`src/rtl/l1an_hdr_reader_pkg.sv`:
```
// l1an_hdr_reader_pkg
// Shared definitions for the L1A-number FIFO header reader:
//   - FSM state encoding
//   - header marker nibbles and header word count
//   - the packed register bundle. When TMR=1 it is triplicated and voted as one unit.
//   - a helper that builds one header word from the captured event fields
package l1an_hdr_reader_pkg;

    localparam int         HDR_WORDS = 3;
    localparam logic [1:0] LAST_IDX  = 2'd2;

    localparam logic [3:0] W0_MARK = 4'h9;
    localparam logic [3:0] W1_MARK = 4'hA;
    localparam logic [3:0] W2_MARK = 4'hC;

    typedef enum logic [2:0] {
        ST_IDLE   = 3'd0,
        ST_SETTLE = 3'd1,
        ST_POP    = 3'd2,
        ST_SEND   = 3'd3,
        ST_HOLD   = 3'd4
    } state_t;

    typedef struct packed {
        state_t      state;
        logic [1:0]  widx;
        logic [5:0]  num;
        logic        phase;
        logic        mism;
        logic [5:0]  expn;
        logic        exp_valid;
        logic        seq_err;
        logic [5:0]  evt_cnt;
        logic        hdr_dv;
        logic [15:0] hdr_data;
        logic        hdr_last;
    } regs_t;

    function automatic logic [15:0] hdr_word(input logic [1:0] idx,
                                             input logic [5:0] num,
                                             input logic       phase,
                                             input logic [5:0] cnt,
                                             input logic       mism);
        case (idx)
            2'd0:    hdr_word = {W0_MARK, 6'h00, num};
            2'd1:    hdr_word = {W1_MARK, 5'h00, phase, cnt};
            default: hdr_word = {W2_MARK, 11'h000, mism};
        endcase
    endfunction

endpackage

```
`src/rtl/l1an_hdr_reader_vote.sv`:
```
// l1an_hdr_reader_vote
// Bitwise 2-of-3 majority voter.
//   a, b, c : replica inputs, Width bits each
//   y       : voted output, Width bits
module l1an_hdr_reader_vote #(
    parameter int Width = 1
) (
    input  logic [Width-1:0] a,
    input  logic [Width-1:0] b,
    input  logic [Width-1:0] c,
    output logic [Width-1:0] y
);
    assign y = (a & b) | (a & c) | (b & c);
endmodule

```
`src/rtl/l1an_hdr_reader.sv`:
```
// l1an_hdr_reader
// Consumer end of the L1A-number FIFO.
// The reader waits for the FIFO to be non-empty and allows one cycle for the
// RAM read data to settle. It then pops one entry and sends a 3-word event
// header over a valid/ready handshake. It also checks the L1A numbers for
// continuity (mod 64).
//
// state  | meaning
// IDLE   | waiting for FIFO_EMPTY=0 (only state that samples it)
// SETTLE | one cycle for the synchronous-read RAM output to settle
// POP    | FIFO_POP strobe; capture number/phase, sequence check, count
// SEND   | present header words 0..2, advance on HDR_DV & HDR_RDY
// HOLD   | one cycle for the FIFO's registered EMPTY to catch up
//
// Ports:
//   CLK, RST (sync, active-high)
//   FIFO_EMPTY, L1ANUM[5:0], L1A_PHASE  : FIFO read side
//   FIFO_POP                            : one-cycle pop strobe
//   HDR_RDY, HDR_DV, HDR_DATA[15:0], HDR_LAST : header stream
//   BUSY     : state != IDLE
//   SEQ_ERR  : sticky number discontinuity flag
//   EVT_CNT  : events popped since reset, wraps 63->0
module l1an_hdr_reader
    import l1an_hdr_reader_pkg::*;
#(
    parameter int TMR  = 0,
    parameter int NHDR = 3
) (
    input  logic        CLK,
    input  logic        RST,
    input  logic        FIFO_EMPTY,
    input  logic [5:0]  L1ANUM,
    input  logic        L1A_PHASE,
    output logic        FIFO_POP,
    input  logic        HDR_RDY,
    output logic        HDR_DV,
    output logic [15:0] HDR_DATA,
    output logic        HDR_LAST,
    output logic        BUSY,
    output logic        SEQ_ERR,
    output logic [5:0]  EVT_CNT
);

    localparam int NREP = (TMR != 0) ? 3 : 1;

    if (NHDR != HDR_WORDS) begin : g_bad_nhdr
        $error("l1an_hdr_reader: NHDR must be 3");
    end

    regs_t cur;
    regs_t nxt;

    always_comb begin
        nxt = cur;
        case (cur.state)
            ST_IDLE: begin
                if (!FIFO_EMPTY) nxt.state = ST_SETTLE;
            end
            ST_SETTLE: begin
                nxt.state = ST_POP;
            end
            ST_POP: begin
                nxt.num       = L1ANUM;
                nxt.phase     = L1A_PHASE;
                // The first event after reset only sets the reference.
                nxt.mism      = cur.exp_valid && (L1ANUM != cur.expn);
                // The reference always follows the last number, so a single gap is flagged once.
                nxt.expn      = L1ANUM + 6'd1;
                nxt.exp_valid = 1'b1;
                nxt.seq_err   = cur.seq_err | nxt.mism;
                nxt.evt_cnt   = cur.evt_cnt + 6'd1;
                nxt.widx      = 2'd0;
                nxt.hdr_dv    = 1'b1;
                nxt.hdr_last  = 1'b0;
                nxt.hdr_data  = hdr_word(2'd0, L1ANUM, L1A_PHASE, nxt.evt_cnt, nxt.mism);
                nxt.state     = ST_SEND;
            end
            ST_SEND: begin
                if (HDR_RDY) begin
                    if (cur.widx == LAST_IDX) begin
                        nxt.widx     = 2'd0;
                        nxt.hdr_dv   = 1'b0;
                        nxt.hdr_last = 1'b0;
                        nxt.hdr_data = 16'h0000;
                        nxt.state    = ST_HOLD;
                    end else begin
                        nxt.widx     = cur.widx + 2'd1;
                        nxt.hdr_data = hdr_word(nxt.widx, cur.num, cur.phase,
                                                cur.evt_cnt, cur.mism);
                        nxt.hdr_last = (nxt.widx == LAST_IDX);
                    end
                end
            end
            ST_HOLD: begin
                nxt.state = ST_IDLE;
            end
            default: begin
                nxt.state = ST_IDLE;
            end
        endcase
    end

    // Each replica loads the same next value. The next value is computed from
    // the voted state, so an upset replica resynchronises on the following edge.
    for (genvar r = 0; r < NREP; r++) begin : g_rep
        regs_t q;
        always_ff @(posedge CLK) begin
            if (RST) q <= '0;
            else     q <= nxt;
        end
    end

    if (TMR != 0) begin : g_tmr
        logic [$bits(regs_t)-1:0] voted;
        l1an_hdr_reader_vote #(.Width($bits(regs_t))) u_vote (
            .a (g_rep[0].q),
            .b (g_rep[1].q),
            .c (g_rep[2].q),
            .y (voted)
        );
        assign cur = voted;
    end else begin : g_single
        assign cur = g_rep[0].q;
    end

    assign FIFO_POP = (cur.state == ST_POP);
    assign BUSY     = (cur.state != ST_IDLE);
    assign HDR_DV   = cur.hdr_dv;
    assign HDR_DATA = cur.hdr_data;
    assign HDR_LAST = cur.hdr_last;
    assign SEQ_ERR  = cur.seq_err;
    assign EVT_CNT  = cur.evt_cnt;

endmodule
```
`config.mk`:
```
export PLATFORM = sky130hd
export DESIGN_NAME = l1an_hdr_reader
export DESIGN_NICKNAME = d
export VERILOG_FILES = /design/src/rtl/l1an_hdr_reader_pkg.sv /design/src/rtl/l1an_hdr_reader_vote.sv /design/src/rtl/l1an_hdr_reader.sv
export SDC_FILE = /design/constraint.sdc
export NUM_CORES = 1
export LEC_CHECK = 0
export BUFFER_PORTS_ARGS = -buffer_cell sky130_fd_sc_hd__buf_2
export CAP_MARGIN = 10
export CORE_MARGIN = 4
export CORE_UTILIZATION = 40
export CTS_CLUSTER_DIAMETER = 30
export DETAILED_ROUTE_END_ITERATION = 16
export PLACE_DENSITY = 0.67
export SYNTH_ARGS = -nofsm -noshare
export SYNTH_HDL_FRONTEND = slang
export SYNTH_HIERARCHICAL = 1
export SYNTH_SLANG_ARGS = --single-unit
export TNS_END_PERCENT = 10
```
`constraint.sdc`:
```
create_clock -name CLK -period 2.15 [get_ports CLK]
set_input_delay 0.3225 -clock CLK [delete_from_list [all_inputs] [get_ports CLK]]
set_output_delay 0.3225 -clock CLK [all_outputs]
set_load 0.02 [all_outputs]
```
==> run metrics <==
post-synthesis sequential area ratio 0.3936; initial antenna violation count 0; CP Data Required Time around 1.8 ns; IO Pins 38; Logic pwr share 0.127; Peak supply drop approximately 0.00038 V; nets@finish roughly 250; endpoints failing setup 0; global-route wire length before repair 7010 um; H-tree levels 2; detailed placement HPWL around 3000 um; Clk pin slew, worst setup/hold paths 0.08 ns; Fin. Hold Viols 0; clock share of power 0.428; setup total negative slack 0 ns; Ant. Diodes 0; Synth Cell Area around 1900 um^2; Core Footprint 4444 um^2; initial core utilization 0.4234; leading cell type in the layout, fill and taps excluded dfxtp_1; Placed Instances 280; RSZ-0062 raised after global routing no; Max Fanout on Critical Path 16; Post-DRT Antenna Nets 0; Die Span X about 77 um; Final Skew roughly 0.0060 ns; DRT iter0 DRCs between 100 and 150; post-cts hold buffer count 0; final worst path period share 0.9412; DR pass1 iterations 4; cells after synthesis 224; Yosys reg bits 37; Hold Slack 0.2793 ns; postcts setup bufs 0; multi-input logic area ~910 um^2; Fill cells 442; vias in the first global route 1384; CP Class reg2out; Cell Pwr Density 819.5 nW/um^2; vias per cell 5.441; Sw Pwr ~0.00043 W; vias post-DR approximately 1.6k; Total Wirelength 4210 um; P&R area growth vs syn 9.774%; largest net degree at the start of global routing 22; Post-DP Area 1929 um^2; fin area ~2100 um^2; sequential share of power 0.444; num rows 24; CTS tree done; FMAX around 490 MHz; Sw Ratio 0.2549; P_int 0.001261 W; DRC viols 0; Main synth FF type dfxtp_1; Routed WL per cell around 15 um; number of buffers created by CTS 5; Final WS setup around 0.13 ns; die area a little under 6000 um^2; ratio of cells with drive above 1 in the final layout 0.2034; status finished clean; Total GRT Usage 0.1462; Finished Layout Cells approximately 290; number of port buffers 32; Setup crit start kind flop; Mean Syn Cell Area about 8.4 um^2; Post-synth ARST share 0; Crit path arrival time 1.70 ns; Clock Path Buffers 2; DIE HEIGHT ~77 um; Min Clock Period, post-route approximately 2.0 ns; Leak about 0.85 nW; root buffer cell clkbuf_8; Reg area ~740 um^2; worst min path class in2reg; Clk Latency, worst-skew pair about 0.30 ns; Slew Limit Fails 0; Setup WS pre-CTS 0.2462 ns; RePlAce Congestion between 0.8 and 0.9; number of flops mapped to enable cells by yosys 0; yosys warns 6; post-synthesis cell type count 40; most frequent cells in the layout 37 x dfxtp_1, 32 x buf_2, 25 x nand2_1; clock sinks 37; Crit. End Element output port; Max Cap Violations 0; total global routing overflow 0
-- cells in the mapped netlist (all sizes together), types with 3 or more instances --
| master | instances | area [um^2] |
|---|---|---|
| ha | 7 | 87.58 |
| a211oi | 3 | 22.52 |
| dfxtp | 37 | 740.7 |
| nand3 | 17 | 85.08 |
| nor2 | 9 | 33.78 |
| xnor2 | 3 | 26.28 |
| nor2b | 3 | 18.77 |
| a21oi | 20 | 100.1 |
| inv | 4 | 15.01 |
| a22o | 5 | 43.79 |
| o21ai | 7 | 35.03 |
| xor2 | 7 | 61.31 |
| buf | 27 | 192.7 |
| nor3 | 6 | 30.03 |
| or3 | 3 | 18.77 |
| nand2 | 25 | 93.84 |
| a31oi | 6 | 37.54 |
| nor4 | 3 | 18.77 |
| clkbuf | 10 | 37.54 |
-- repair_timing --
item,in CTS,in global routing
resized for setup,1,1
hold endpoints to repair,0,0
setup endpoints to repair,1,1
-- critical path: stages, from the launching register on --
cell	delay [ns]
dfxtp_1	0.48
or3b_1	0.52
inv_4	0.21
buf_2	0.20
-- layer usage --
metal	routed length, um	vias up	global-route usage
met5	0	-	0
met3	239	4	0.03783
li1	-	784	-
met1	2041	740	0.2090
met4	38	0	0.04167
met2	1892	39	0.2153
-- state kept, by name, summed over array words and instances, names as in the netlist --
| name | cells |
|---|---|
| cur | 20 |
| HDR_DATA | 9 |
| EVT_CNT | 6 |
| HDR_DV | 1 |
| SEQ_ERR | 1 |
-- cells by family (layout without fill, tap and decap cells) --
group	count (synthesis)	count (layout)	share of synthesized area
other cells	1	5	0.001993
xor+xnor	10	10	0.04655
buf+inv	42	50	0.1323
compound gates	51	51	0.1709
mux	1	1	0.005984
simple gates	75	75	0.2021
fa+ha+maj	7	7	0.04654
flops	37	37	0.3936
-- power groups by stage --
stage | Sequential [W] | Combinational (W) | Clock [W]
after floorplan | 0.000759 | 0.000178 | 0
after global placement | 0.000767 | 0.000212 | 0
after detailed placement | 0.000768 | 0.000213 | 0
after CTS | 0.000752 | 0.000216 | 0.000734
after global routing | 0.000758 | 0.000239 | 0.000768
final | 0.000752 | 0.000215 | 0.000725
-- final cells by class --
type	count	share of cell area
clock buffers	5	0.03331
clock inverters	3	0.03150
inverters	5	0.01030
multi-input cells	149	0.4391
flip-flops and latches	37	0.3586
well taps	52	0.03150
repair buffers	37	0.09570
-- per-stage QoR --
stage | util | total power, W
5_1_grt | 0.4648 | 0.001764
2_1_floorplan | - | 0.0009365
6_report | 0.4648 | 0.001693
3_5_place_dp | 0.4341 | 0.0009810
4_1_cts | 0.4645 | 0.001702
3_3_place_gp | 0.4341 | 0.0009787
-- worst paths after layout --
check,depth (start not counted),start,slack [ns],end
hold / removal,3,L1A_PHASE,0.28,cur[33]
setup / recovery,3,cur[43],0.13,FIFO_POP
setup reg to reg,4,cur[43],0.40,cur[32]
hold reg to reg,2,cur[37],0.46,cur[37]
(Power assumes the default switching activity.)
